===== config.mk =====
export PLATFORM = sky130hd
export DESIGN_NAME = muldiv_unit_flat
export DESIGN_NICKNAME = d
export VERILOG_FILES = /design/src/rtl/muldiv_unit_if.sv /design/src/rtl/muldiv_unit.sv /design/src/flat_wrapper.sv
export SDC_FILE = /design/constraint.sdc
export NUM_CORES = 1
export LEC_CHECK = 0
export CELL_PAD_IN_SITES_DETAIL_PLACEMENT = 1
export CELL_PAD_IN_SITES_GLOBAL_PLACEMENT = 1
export CORE_ASPECT_RATIO = 0.5
export CORE_UTILIZATION = 41
export DETAILED_ROUTE_END_ITERATION = 7
export MAX_ROUTING_LAYER = met4
export PLACE_DENSITY_LB_ADDON = 0.05
export SKIP_LAST_GASP = 1
export SYNTH_ARGS = -nofsm -noshare
export SYNTH_HDL_FRONTEND = slang
export SYNTH_SLANG_ARGS = --single-unit

===== constraint.sdc =====
create_clock -name i_clk -period 3.5 [get_ports i_clk]
set_input_delay 0.525 -clock i_clk [delete_from_list [all_inputs] [get_ports i_clk]]
set_output_delay 0.525 -clock i_clk [all_outputs]
set_load 0.02 [all_outputs]

===== src/rtl/muldiv_unit_if.sv =====
// ---------------------------------------------------------------------------
// muldiv_unit_if
// Handshake bundle between the EX stage (master) and the iterative
// multiply/divide unit (slave).
//   start        : issue an op (sampled only while the unit is idle/done)
//   flush        : abort any op in flight (branch/jump redirect)
//   funct3       : M-extension opcode selector
//   operand1/2   : rs1 / rs2
//   busy         : unit is iterating, pipeline must hold EX
//   result_valid : one-cycle pulse, result valid in this cycle
//   result       : last completed result, held between ops
// ---------------------------------------------------------------------------
interface muldiv_unit_if #(
  parameter int XLEN = 32
);
  logic            start;
  logic            flush;
  logic [2:0]      funct3;
  logic [XLEN-1:0] operand1;
  logic [XLEN-1:0] operand2;
  logic            busy;
  logic            result_valid;
  logic [XLEN-1:0] result;

  modport master (
    output start, flush, funct3, operand1, operand2,
    input  busy, result_valid, result
  );

  modport slave (
    input  start, flush, funct3, operand1, operand2,
    output busy, result_valid, result
  );
endinterface


===== src/rtl/muldiv_unit.sv =====
// ---------------------------------------------------------------------------
// muldiv_unit
// Iterative RV32IM/RV64IM M-extension unit. Multiplies by shift-add and
// divides by restoring division, one bit per cycle, on operand magnitudes;
// signs are applied in a final FIX cycle.
// Ports:
//   i_clk   : clock, all state on rising edge
//   i_rst_n : asynchronous active-low reset
//   bus     : muldiv_unit_if.slave (start/flush/funct3/operands in,
//             busy/result_valid/result out)
// Configuration macro: MULDIV_FAST_MUL_EN -- when defined, multiplies use a
//   single-cycle full-width multiplier and complete on the issue edge.
// ---------------------------------------------------------------------------
module muldiv_unit #(
  parameter int XLEN = 32
) (
  input  logic           i_clk,
  input  logic           i_rst_n,
  muldiv_unit_if.slave   bus
);

  localparam int CNT_W = $clog2(XLEN) + 1;
  localparam logic [XLEN-1:0] MIN_NEG = {1'b1, {(XLEN-1){1'b0}}};
  localparam logic [2:0] F_MUL = 3'b000;

  typedef enum logic [1:0] {S_IDLE, S_CALC, S_FIX, S_DONE} state_t;

  state_t          r_state;
  logic [CNT_W-1:0] r_cnt;
  logic            r_busy;
  logic            r_valid;
  logic [XLEN-1:0] r_result;
  logic [2:0]      r_funct3;
  logic [XLEN-1:0] r_m;       // multiplicand (mul) or divisor (div)
  logic [XLEN-1:0] r_hi;      // product high half / partial remainder
  logic [XLEN-1:0] r_lo;      // multiplier -> product low / dividend -> quotient
  logic            r_neg;     // product or quotient must be negated
  logic            r_neg_rem; // remainder must be negated (dividend sign)

  // ---- issue-time decode --------------------------------------------------
  logic            w_is_div;
  logic            w_op1_neg;
  logic            w_op2_neg;
  logic [XLEN-1:0] w_op1_mag;
  logic [XLEN-1:0] w_op2_mag;
  logic            w_neg;
  logic            w_div_zero;
  logic            w_overflow;
  logic            w_short;
  logic [XLEN-1:0] w_short_result;

  assign w_is_div = bus.funct3[2];
  // MULHSU treats rs2 as unsigned; MULHU/DIVU/REMU treat both as unsigned.
  assign w_op1_neg = bus.operand1[XLEN-1] &
                     (w_is_div ? ~bus.funct3[0] : (bus.funct3 != 3'b011));
  assign w_op2_neg = bus.operand2[XLEN-1] &
                     (w_is_div ? ~bus.funct3[0] : ~bus.funct3[1]);
  assign w_op1_mag = w_op1_neg ? -bus.operand1 : bus.operand1;
  assign w_op2_mag = w_op2_neg ? -bus.operand2 : bus.operand2;
  assign w_neg     = w_op1_neg ^ w_op2_neg;

  assign w_div_zero = w_is_div && (bus.operand2 == '0);
  assign w_overflow = w_is_div && !bus.funct3[0] &&
                      (bus.operand1 == MIN_NEG) && (bus.operand2 == '1);

`ifdef MULDIV_FAST_MUL_EN
  logic [2*XLEN-1:0] w_fast_raw;
  logic [2*XLEN-1:0] w_fast_s;
  logic [XLEN-1:0]   w_fast_result;
  assign w_fast_raw    = {{XLEN{1'b0}}, w_op1_mag} * {{XLEN{1'b0}}, w_op2_mag};
  assign w_fast_s      = w_neg ? -w_fast_raw : w_fast_raw;
  assign w_fast_result = (bus.funct3 == F_MUL) ? w_fast_s[XLEN-1:0]
                                               : w_fast_s[2*XLEN-1:XLEN];
  assign w_short       = w_div_zero || w_overflow || !w_is_div;
`else
  assign w_short       = w_div_zero || w_overflow;
`endif

  always_comb begin
    // NOTE: default assignment first so every path drives the signal and no latch is inferred.
    w_short_result = '0;
    if (w_div_zero)
      w_short_result = bus.funct3[1] ? bus.operand1 : '1;
    else if (w_overflow)
      w_short_result = bus.funct3[1] ? '0 : bus.operand1;
`ifdef MULDIV_FAST_MUL_EN
    else if (!w_is_div)
      w_short_result = w_fast_result;
`endif
  end

  // ---- one iteration ------------------------------------------------------
  logic [XLEN:0]   w_mul_sum;
  logic [XLEN:0]   w_div_tmp;
  logic            w_div_ge;
  logic [XLEN-1:0] w_div_diff;

  assign w_mul_sum  = {1'b0, r_hi} + {1'b0, (r_lo[0] ? r_m : {XLEN{1'b0}})};
  assign w_div_tmp  = {r_hi, r_lo[XLEN-1]};
  assign w_div_ge   = (w_div_tmp >= {1'b0, r_m});
  // Difference is below the divisor, so the low XLEN bits are exact.
  assign w_div_diff = w_div_tmp[XLEN-1:0] - r_m;

  // ---- sign fix-up and result select ----------------------------------------
  logic [2*XLEN-1:0] w_prod_s;
  logic [XLEN-1:0]   w_quo_s;
  logic [XLEN-1:0]   w_rem_s;
  logic [XLEN-1:0]   w_fix_result;

  assign w_prod_s = r_neg ? -{r_hi, r_lo} : {r_hi, r_lo};
  assign w_quo_s  = r_neg ? -r_lo : r_lo;
  assign w_rem_s  = r_neg_rem ? -r_hi : r_hi;

  always_comb begin
    w_fix_result = '0;
    case (r_funct3)
      3'b000:         w_fix_result = w_prod_s[XLEN-1:0];
      3'b001, 3'b010,
      3'b011:         w_fix_result = w_prod_s[2*XLEN-1:XLEN];
      3'b100, 3'b101: w_fix_result = w_quo_s;
      default:        w_fix_result = w_rem_s;
    endcase
  end

  // ---- FSM and datapath registers -------------------------------------------
  // NOTE: sequential state uses non-blocking assignments so every register samples pre-edge values.
  always_ff @(posedge i_clk or negedge i_rst_n) begin
    if (!i_rst_n) begin
      // NOTE: datapath registers are reset too; the block is small and known state eases debug.
      r_state   <= S_IDLE;
      r_cnt     <= '0;
      r_busy    <= 1'b0;
      r_valid   <= 1'b0;
      r_result  <= '0;
      r_funct3  <= '0;
      r_m       <= '0;
      r_hi      <= '0;
      r_lo      <= '0;
      r_neg     <= 1'b0;
      r_neg_rem <= 1'b0;
    end else if (bus.flush) begin
      // Flush beats a simultaneous start; the result register is left alone.
      r_state <= S_IDLE;
      r_busy  <= 1'b0;
      r_valid <= 1'b0;
    end else begin
      case (r_state)
        S_IDLE, S_DONE: begin
          r_valid <= 1'b0;
          if (bus.start) begin
            r_funct3  <= bus.funct3;
            r_neg     <= w_neg;
            r_neg_rem <= w_op1_neg;
            r_cnt     <= '0;
            if (w_short) begin
              r_state  <= S_DONE;
              r_valid  <= 1'b1;
              r_result <= w_short_result;
            end else begin
              r_state <= S_CALC;
              r_busy  <= 1'b1;
              r_m     <= w_is_div ? w_op2_mag : w_op1_mag;
              r_hi    <= '0;
              r_lo    <= w_is_div ? w_op1_mag : w_op2_mag;
            end
          end else begin
            r_state <= S_IDLE;
          end
        end
        S_CALC: begin
          if (r_funct3[2]) begin
            r_hi <= w_div_ge ? w_div_diff : w_div_tmp[XLEN-1:0];
            r_lo <= {r_lo[XLEN-2:0], w_div_ge};
          end else begin
            r_hi <= w_mul_sum[XLEN:1];
            r_lo <= {w_mul_sum[0], r_lo[XLEN-1:1]};
          end
          r_cnt <= r_cnt + CNT_W'(1);
          if (r_cnt == CNT_W'(XLEN-1)) r_state <= S_FIX;
        end
        S_FIX: begin
          r_result <= w_fix_result;
          r_busy   <= 1'b0;
          r_valid  <= 1'b1;
          r_state  <= S_DONE;
        end
        default: r_state <= S_IDLE;
      endcase
    end
  end

  assign bus.busy         = r_busy;
  assign bus.result_valid = r_valid;
  assign bus.result       = r_result;

endmodule

===== src/flat_wrapper.sv =====
// flat-port wrapper written by rule: the top's interface ports become plain ports
module muldiv_unit_flat 
#(
  parameter int XLEN = 32
)
  (i_clk, i_rst_n, bus_start, bus_flush, bus_funct3, bus_operand1, bus_operand2, bus_busy, bus_result_valid, bus_result);
  muldiv_unit_if #(.XLEN(XLEN)) bus_i ();
  input  logic i_clk;
  input  logic i_rst_n;
  input wire logic [$bits(bus_i.start)-1:0] bus_start;
  input wire logic [$bits(bus_i.flush)-1:0] bus_flush;
  input wire logic [$bits(bus_i.funct3)-1:0] bus_funct3;
  input wire logic [$bits(bus_i.operand1)-1:0] bus_operand1;
  input wire logic [$bits(bus_i.operand2)-1:0] bus_operand2;
  output wire logic [$bits(bus_i.busy)-1:0] bus_busy;
  output wire logic [$bits(bus_i.result_valid)-1:0] bus_result_valid;
  output wire logic [$bits(bus_i.result)-1:0] bus_result;
  assign bus_i.start = bus_start;
  assign bus_i.flush = bus_flush;
  assign bus_i.funct3 = bus_funct3;
  assign bus_i.operand1 = bus_operand1;
  assign bus_i.operand2 = bus_operand2;
  assign bus_busy = bus_i.busy;
  assign bus_result_valid = bus_i.result_valid;
  assign bus_result = bus_i.result;
  muldiv_unit #(.XLEN(XLEN)) u_core (.i_clk(i_clk), .i_rst_n(i_rst_n), .bus(bus_i));
endmodule

== After elaboration in Yosys (flattened, before gate mapping) ==
Index checks and enable logic that the tools add are counted.
Word-level totals
  output and inout bits: 34
  logic and storage cells: 108
  bits of input ports: 71
  bits in registers: 143
Operators by class
  reductions and logical operators: 21
  bitwise operators: 7
  eq/ne operators: 18
  $lt $le $gt $ge: 1
  $add $sub $neg: 8
  mux-type cells: 42
Operators by type and width (count)
  32-bit 2-to-1 mux: 20
  32-bit case mux with 2 select lines: 3
  32-bit negation: 4
  32-bit case mux with 3 select lines: 1
  32-bit equality test, second input constant: 2
  64-bit 2-to-1 mux: 1
  64-bit negation: 1
  32-bit by 32-bit adder with 33-bit output: 1
  33-bit by 32-bit >= comparator with 1-bit output: 1
  32-bit zero test: 1
  32-bit subtractor: 1
  6-bit case mux with 2 select lines: 1
  4-bit AND reduction: 3
  3-bit AND reduction: 3
  1-bit 2-to-1 mux: 8
  2-bit 2-to-1 mux: 4
  6-bit by 1-bit adder with 6-bit output, second input constant: 1
  3-bit by 2-bit equality test with 1-bit output, second input constant: 2
  3-bit equality test, second input constant: 2
  6-bit by 5-bit equality test with 1-bit output, second input constant: 1
  6-bit 2-to-1 mux: 1
  3-bit by 2-bit != test with 1-bit output, second input constant: 2
  3-bit != test, second input constant: 2
  2-bit case mux with 3 select lines: 1
  other kinds (18): 30

== Longest topological paths before layout ==
Gate-level depths: netlist (run 1).
  depth in word-level cells: 9
  gate-level depth with buffers: 16
  depth with buffers taken out: 14

== Worst setup path after synthesis (run 1) ==
No wires, ideal clock.
  kind: input port to flip-flop
  start: in bus_operand1[0]
  end: reg u_core.r_result[14], in the netlist u_core.bus.result[14]
  arrival time: 3.344 ns
  setup slack: 0.032 ns
  path buffers: 2
  cell stages on the path: 12
  required time: 3.376 ns
  library setup time: 0.124 ns
  cell sequence: inv_1 > ha_1 > or3b_2 > or3_1 > nor4_1 > and4b_1 > or2_2 > nand3_2 > a21o_1 > buf_6 > buf_6 > a211o_1
On the way
  cells in the longest elaborated chain, start to end: 8
  elaborated cells on any way between the ends: 11
RTL lines
  start, declared: RTL line flat_wrapper.sv:13  | input wire logic [$bits(bus_i.operand1)-1:0] bus_operand1;
  32-bit equality test (*): RTL line muldiv_unit.sv:64  | (bus.operand1 == MIN_NEG) && (bus.operand2 == '1);
  1-bit logical AND (*): RTL line muldiv_unit.sv:63  | assign w_overflow = w_is_div && !bus.funct3[0] &&
  1-bit logical AND (*): RTL line muldiv_unit.sv:64
  32-bit 2-to-1 mux: RTL line muldiv_unit.sv:84  | else if (w_overflow)
  32-bit 2-to-1 mux: RTL line muldiv_unit.sv:82  | if (w_div_zero)
  32-bit 2-to-1 mux: RTL line muldiv_unit.sv:155  | if (w_short) begin
  32-bit 2-to-1 mux: RTL line muldiv_unit.sv:150  | if (bus.start) begin
  32-bit case mux with 2 select lines: RTL line muldiv_unit.sv:147  | case (r_state)
  end signal, assigned: RTL line muldiv_unit.sv:158  | r_result <= w_short_result;
  end signal, assigned: RTL line muldiv_unit.sv:182  | r_result <= w_fix_result;
  end, declared: RTL line muldiv_unit.sv:32  | logic [XLEN-1:0] r_result;
Every way passes the cells marked *; elsewhere a longest branch is shown, timed or not. The select of a mux whose other input is x is not followed.
A chain may end at the register's enable or synchronous reset.

== Final worst setup path (run 1) ==
  start: reg u_core.r_lo[0]
  end: reg u_core.r_hi[30]
On the way
  cells in the longest elaborated chain, start to end: 4
RTL lines
  start, declared: RTL line muldiv_unit.sv:36  | logic [XLEN-1:0] r_lo;
  start signal, assigned: RTL line muldiv_unit.sv:164  | r_lo <= w_is_div ? w_op1_mag : w_op2_mag;
  start signal, assigned: RTL line muldiv_unit.sv:173  | r_lo <= {r_lo[XLEN-2:0], w_div_ge};
  start signal, assigned: RTL line muldiv_unit.sv:176  | r_lo <= {w_mul_sum[0], r_lo[XLEN-1:1]};
  32-bit 2-to-1 mux: RTL line muldiv_unit.sv:98  | assign w_mul_sum = {1'b0, r_hi} + {1'b0, (r_lo[0] ? r_m : {XLEN{1'b0}})};
  32-bit by 32-bit adder with 33-bit output: RTL line muldiv_unit.sv:98
  32-bit 2-to-1 mux: RTL line muldiv_unit.sv:171  | if (r_funct3[2]) begin
  32-bit case mux with 2 select lines: RTL line muldiv_unit.sv:147
  end signal, assigned: RTL line muldiv_unit.sv:172  | r_hi <= w_div_ge ? w_div_diff : w_div_tmp[XLEN-1:0];
  end signal, assigned: RTL line muldiv_unit.sv:175  | r_hi <= w_mul_sum[XLEN:1];
  end, declared: RTL line muldiv_unit.sv:35  | logic [XLEN-1:0] r_hi;
Every way passes these cells.

==> results of run 1 <==
==> critical path, stage by stage (launching register included) <==
cell and delay [ns]:
dfrtp_2 0.42, clkinvlp_4 0.21, buf_4 0.19, nor2_1 0.11
ha_1 0.26, o21a_1 0.20, o211ai_1 0.29, a211oi_2 0.10
buf_4 0.18, o21ai_4 0.20, a21oi_4 0.10, buf_4 0.14
o211ai_1 0.18, a21oi_1 0.09, buf_4 0.15, o41ai_4 0.22
nor4b_2 0.25, nor3_1 0.08
==> sequential cells by signal, summed over array words and instances, names as in the netlist <==
signal,cells
u_core.bus.busy,1
u_core.bus.result,32
u_core.bus.result_valid,1
u_core.r_cnt,6
u_core.r_funct3,3
u_core.r_hi,32
u_core.r_lo,32
u_core.r_m,32
u_core.r_neg,1
u_core.r_neg_rem,1
u_core.r_state,2
==> timing repair <==
item,in CTS,in global routing
setup buffers,13,15
resized for setup,43,96
pin swaps,10,32
setup endpoints to repair,64,63
gates cloned,2,2
==> where the power goes <==
part           internal, mW  switching, mW
registers              2.32          0.864
clock network          1.13          0.849
logic                  6.25           9.56
==> cells in the mapped netlist, types with 24 or more instances <==
library cell / n
xor2_1: 66
xnor2_1: 108
dfrtp_1: 143
a21oi_1: 229
or3_1: 33
nand2_1: 194
nand3_1: 25
a211oi_1: 40
o31ai_1: 31
o21ai_0: 200
a21o_1: 24
nand4_1: 27
nor3_1: 53
mux2i_1: 29
nor2_1: 239
mux2_2: 29
ha_1: 72
inv_1: 83
clkbuf_1: 111
==> stage by stage <==
step | power [mW] | cell area, um2
5_1_grt | 22.1 | 20400
3_3_place_gp | 17.7 | 19100
3_5_place_dp | 17.9 | 19100
6_report | 21.0 | 20400
2_1_floorplan | 11.7 | 15100
4_1_cts | 20.2 | 20000
==> kinds of logic after synthesis <==
logic type / share of synthesized area [%]
compound gates: 28.6
simple gates: 21.6
buf+inv: 5.78
xor+xnor: 10.1
flops: 23.6
fa+ha+maj: 6.22
mux: 4.07
==> per-layer routing <==
layer	wire length, um	track usage, %	up-vias	share of wire (%)
li1	-	-	8233	-
met1	34500	56.2	9092	47
met2	31200	58.1	802	42
met3	6820	8.24	92	9.2
met4	1490	9.16	0	2.0
met5	0	-	-	0
==> final timing paths <==
path                                                 start                              to  slack (ns)  cells past startpoint
worst max register to register  u_core.r_lo[0]$_DFFE_PN0P_     u_core.r_hi[30]$_DFFE_PN0P_     -0.0002                     17
worst min-delay path                               i_rst_n     u_core.r_hi[28]$_DFFE_PN0P_        0.06                      1
max in group asynchronous                          i_rst_n  u_core.r_funct3[1]$_DFFE_PN0P_        2.57                      2
worst min register to register  u_core.r_m[28]$_DFFE_PN0P_      u_core.r_m[28]$_DFFE_PN0P_        0.48                      2
min in group i_clk              u_core.r_m[28]$_DFFE_PN0P_      u_core.r_m[28]$_DFFE_PN0P_        0.48                      2
worst max-delay path            u_core.r_lo[0]$_DFFE_PN0P_     u_core.r_hi[30]$_DFFE_PN0P_     -0.0002                     17
==> area by class of cell <==
class	instances	share of cell area, %
Tap cell	484	2.96
Sequential cell	143	17.5
Antenna cell	1	0.0122
Multi-Input combinational cell	1706	54.5
Clock buffer	20	2.14
Inverter	84	1.56
Clock inverter	12	0.778
Timing Repair Buffer	490	20.5
==> results.cfg, run 1 <==
[outcome]
status = complete, but fails checks
violations = setup timing

[setup_path]
arrival_ns = 3.83
path_class = register to register
cp_max_fo = 8
cp-end-kind = register
required_ns = 3.83
start_kind = register

[logic_synthesis]
syn-num-nets = 2212
synth.avg_cell_area_um2 = 7.32
yosys.area.top_type = dfrtp_1
ys_ff_latch = 143
synth-async-reset-ratio_pct = 100
synth-edff-count = 0
yosys-top-cells-area = dfrtp_1, a21oi_1, o21ai_0
synth_ff_type = dfrtp_1
netlist.area_leader.share_pct = 23.6
synthCells = 2067
yosys.cell_types.count = 85
yosysSeqAreaShare_pct = 23.6
ys.warnings.count = 0
mappedNetlistArea_mm2 = 0.0151

[drt]
vias = 18200
ant_nets = 0
drc = 0
first_pass_iters = 5
wl_mm = 74.1
avgViaCountPerCell = 6.20
drt-initial-drc-count = 1996
wire_per_inst_um = 25.2

[clock_network]
cts_sinks = 143
root_buffer = clkbuf_16
clock_path_buffers = 2
clk_pin_slew_ns = 0.07
cts_inserted_buffers = 17
cts-htree-levels = 4
clk_latency_ns = 0.46
cts_tree = done
cts_hold_buf = 0

[timing]
setup_viol = 1
drv_slew = 0
fin_ws_ns = -0.000198
finalClockSkew_ns = 0.0174
rsz0062_at_grt = true
finalCritPeriodShare_pct = 100
layout_min_cycle_time_ns = 3.50
report.final.hold_viol_count = 0
whs_ns = 0.0618
timing.fmax_ghz = 0.286
slew-limit-headroom_pct = 37.6
setup_tns_ns = -0.000198
tightest_slew_ns = 0.936

[placement]
place_ws_ns = -0.842
place_hpwl_mm = 57.9
globalplace.congestion = 1.03
io_buffer_count = 104
dp.cells = 2875

[pwr]
power.static_leakage_nw = 8.96
irDropWorstVdd_v = 0.000556
power_density_mw_per_mm2 = 1030

[floorplanning]
ios = 105
rows = 49
core_mm2 = 0.0361
die_w_um = 274
initial_core_util_pct = 41.9
die_y_um = 138
dieArea_mm2 = 0.0377

[global_routing]
grt_overflow = 0
track_usage_pct = 39.9
grt_pass1_wl_mm = 109
grt_max_degree = 92
grt_pass1_vias = 17500
antenna_found_initial = 6

[final_layout]
final_cells = 2940
nets = 2587
multi_input_area_mm2 = 0.0111
final_cell_mix = buf_4, nor2_1, a21oi_1
layout-drive-gt1-share_pct = 22.3
mostFrequentLayoutCell = buf_4
fillers = 4536
seq_area_mm2 = 0.00358
syn2layout_area_growth_pct = 34.9
fin_util_pct = 56.6

[min_path]
hold_path_class = primary input to async pin

[flow_run]
maxCapViolations = 0
(Power assumes the default switching activity.)
==> inputs of run 2 (changes only) <==
Settings changed: CELL_PAD_IN_SITES_DETAIL_PLACEMENT 1 to default, CELL_PAD_IN_SITES_GLOBAL_PLACEMENT 1 to default, CORE_UTILIZATION 41 to 51, SETUP_SLACK_MARGIN from default to 0.5.
==> run 2 against run 1 <==
Compared with the run above:
- the run now ends clean
- worst hold slack improved by 0.037 ns
- cell count fell by 0.85%
- first-iteration DRC count rose by 37%
- via count rose by 5.2%
- clock power fell by 8%
- global-route usage rose by 8.0 points
- highest routed layer unchanged
==> results.cfg, run 2 (synthesized netlist as in run 1, its figures left out) <==
[floorplanning]
dieArea_mm2 = 0.0304
core_mm2 = 0.0291
rows = 44
initial_core_util_pct = 52.1
die_w_um = 246
die_y_um = 124
ios = 105

[timing]
rsz0062_at_grt = true
tightest_slew_ns = 1.19
timing.fmax_ghz = 0.294
drv_slew = 0
report.final.hold_viol_count = 0
finalClockSkew_ns = 0.0180
whs_ns = 0.0992
slew-limit-headroom_pct = 20.5
finalCritPeriodShare_pct = 97.1
layout_min_cycle_time_ns = 3.40
setup_viol = 0
fin_ws_ns = 0.103

[setup_path]
cp_slowest_cell = or4_4
crit_chain = or4_4, nor4_4, or4b_4, or2_4, or4_4, o41ai_4, xnor2_2, nand2_1, a221oi_2
cp-end-kind = register
crit_family = simple AND/OR/NAND/NOR gates
cp_max_fo = 5
crit_top_cell = or4_4
arrival_ns = 3.79
cpPeakStageDelay_ns = 0.56
start_kind = register
required_ns = 3.89
path_class = register to register
crit_buf_inv = 0

[drt]
drc = 0
wl_mm = 73.8
first_pass_iters = 7
ant_nets = 0
drt-initial-drc-count = 2726
avgViaCountPerCell = 6.57
vias = 19200
wire_per_inst_um = 25.3

[final_layout]
final_cells = 2915
final_cell_mix = buf_4, nor2_1, a21oi_1
n_antenna_cell = 0
final_cell_area_mm2 = 0.0229
mostFrequentLayoutCell = buf_4
layout-drive-gt1-share_pct = 35.9
nets = 2656
syn2layout_area_growth_pct = 51.0

[placement]
dp.cells = 2768
globalplace.congestion = 1.07
place_hpwl_mm = 51.3
postPlaceCellArea_mm2 = 0.0188
place_ws_ns = -0.730
io_buffer_count = 104

[global_routing]
antenna_found_initial = 0
grt_pass1_vias = 17400
grt_pass1_wl_mm = 105
grt_max_degree = 106
track_usage_pct = 47.9
grt_overflow = 0

[clock_network]
cts_hold_buf = 0
cts_tree = done
cts-htree-levels = 4
cts_sinks = 143
clk_pin_slew_ns = 0.08
clk_latency_ns = 0.48
root_buffer = clkbuf_16
cts_inserted_buffers = 17
clock_path_buffers = 2

[pwr]
power_density_mw_per_mm2 = 1040
irDropWorstVdd_v = 0.000649
power.static_leakage_nw = 9.73
p_total_mw = 23.7

[outcome]
status = finished clean

[flow_run]
maxCapViolations = 0

[min_path]
hold_path_class = primary input to async pin
[run 2: through the flow]
stage	utilization, %	TNS [ns]
4_1_cts	73.9	0
5_1_grt	78.7	0
3_5_place_dp	64.7	-63.14
2_1_floorplan	-	0
3_3_place_gp	64.7	-53.65
6_report	78.7	0
[run 2: area by class of cell]
class	instances	area [um2]
clock buffers	17	425
multi-input cells	1706	12700
inverters	84	323
well taps	391	489
flip-flops and latches	143	3580
clock inverters	15	128
repair buffers	559	5200
fillers	2019	6200
[run 2: what timing repair did]
item,4_1_cts,5_1_grt
gates resized for setup,467,306
buffers inserted,60,31
pin swaps,127,123
endpoints found under the setup margin,131,128
gates cloned,19,5
[run 2: path summary, 6_finish.rpt]
path                       cells past startpoint                                end  slack (ns)                        start
max                                            9  u_core.bus.result[26]$_DFFE_PN0P_        0.10  u_core.r_lo[11]$_DFFE_PN0P_
min                                            1        u_core.r_hi[28]$_DFFE_PN0P_         0.1                      i_rst_n
max reg2reg                                    9  u_core.bus.result[26]$_DFFE_PN0P_        0.10  u_core.r_lo[11]$_DFFE_PN0P_
min reg2reg                                    2         u_core.r_m[21]$_DFFE_PN0P_        0.48   u_core.r_m[21]$_DFFE_PN0P_
max in group asynchronous                      2   u_core.bus.result[5]$_DFFE_PN0P_        2.51                      i_rst_n
min in group i_clk                             2         u_core.r_m[21]$_DFFE_PN0P_        0.48   u_core.r_m[21]$_DFFE_PN0P_
[run 2: power by group]
part	total (mW)	internal, mW	leakage (nW)	switching [mW]
registers	3.27	2.32	1.81	0.951
clock network	1.82	0.926	0.272	0.892
logic	18.6	7.68	7.65	10.9
total	23.7	10.9	9.73	12.7
[run 2: metal layers]
metal,GRT usage (%),routed length [um],vias up
met3,18.6,11400,345
met4,17.1,3270,0
met2,66.9,30100,1422
met5,-,0,-
met1,62.3,29100,8996
li1,-,-,8399
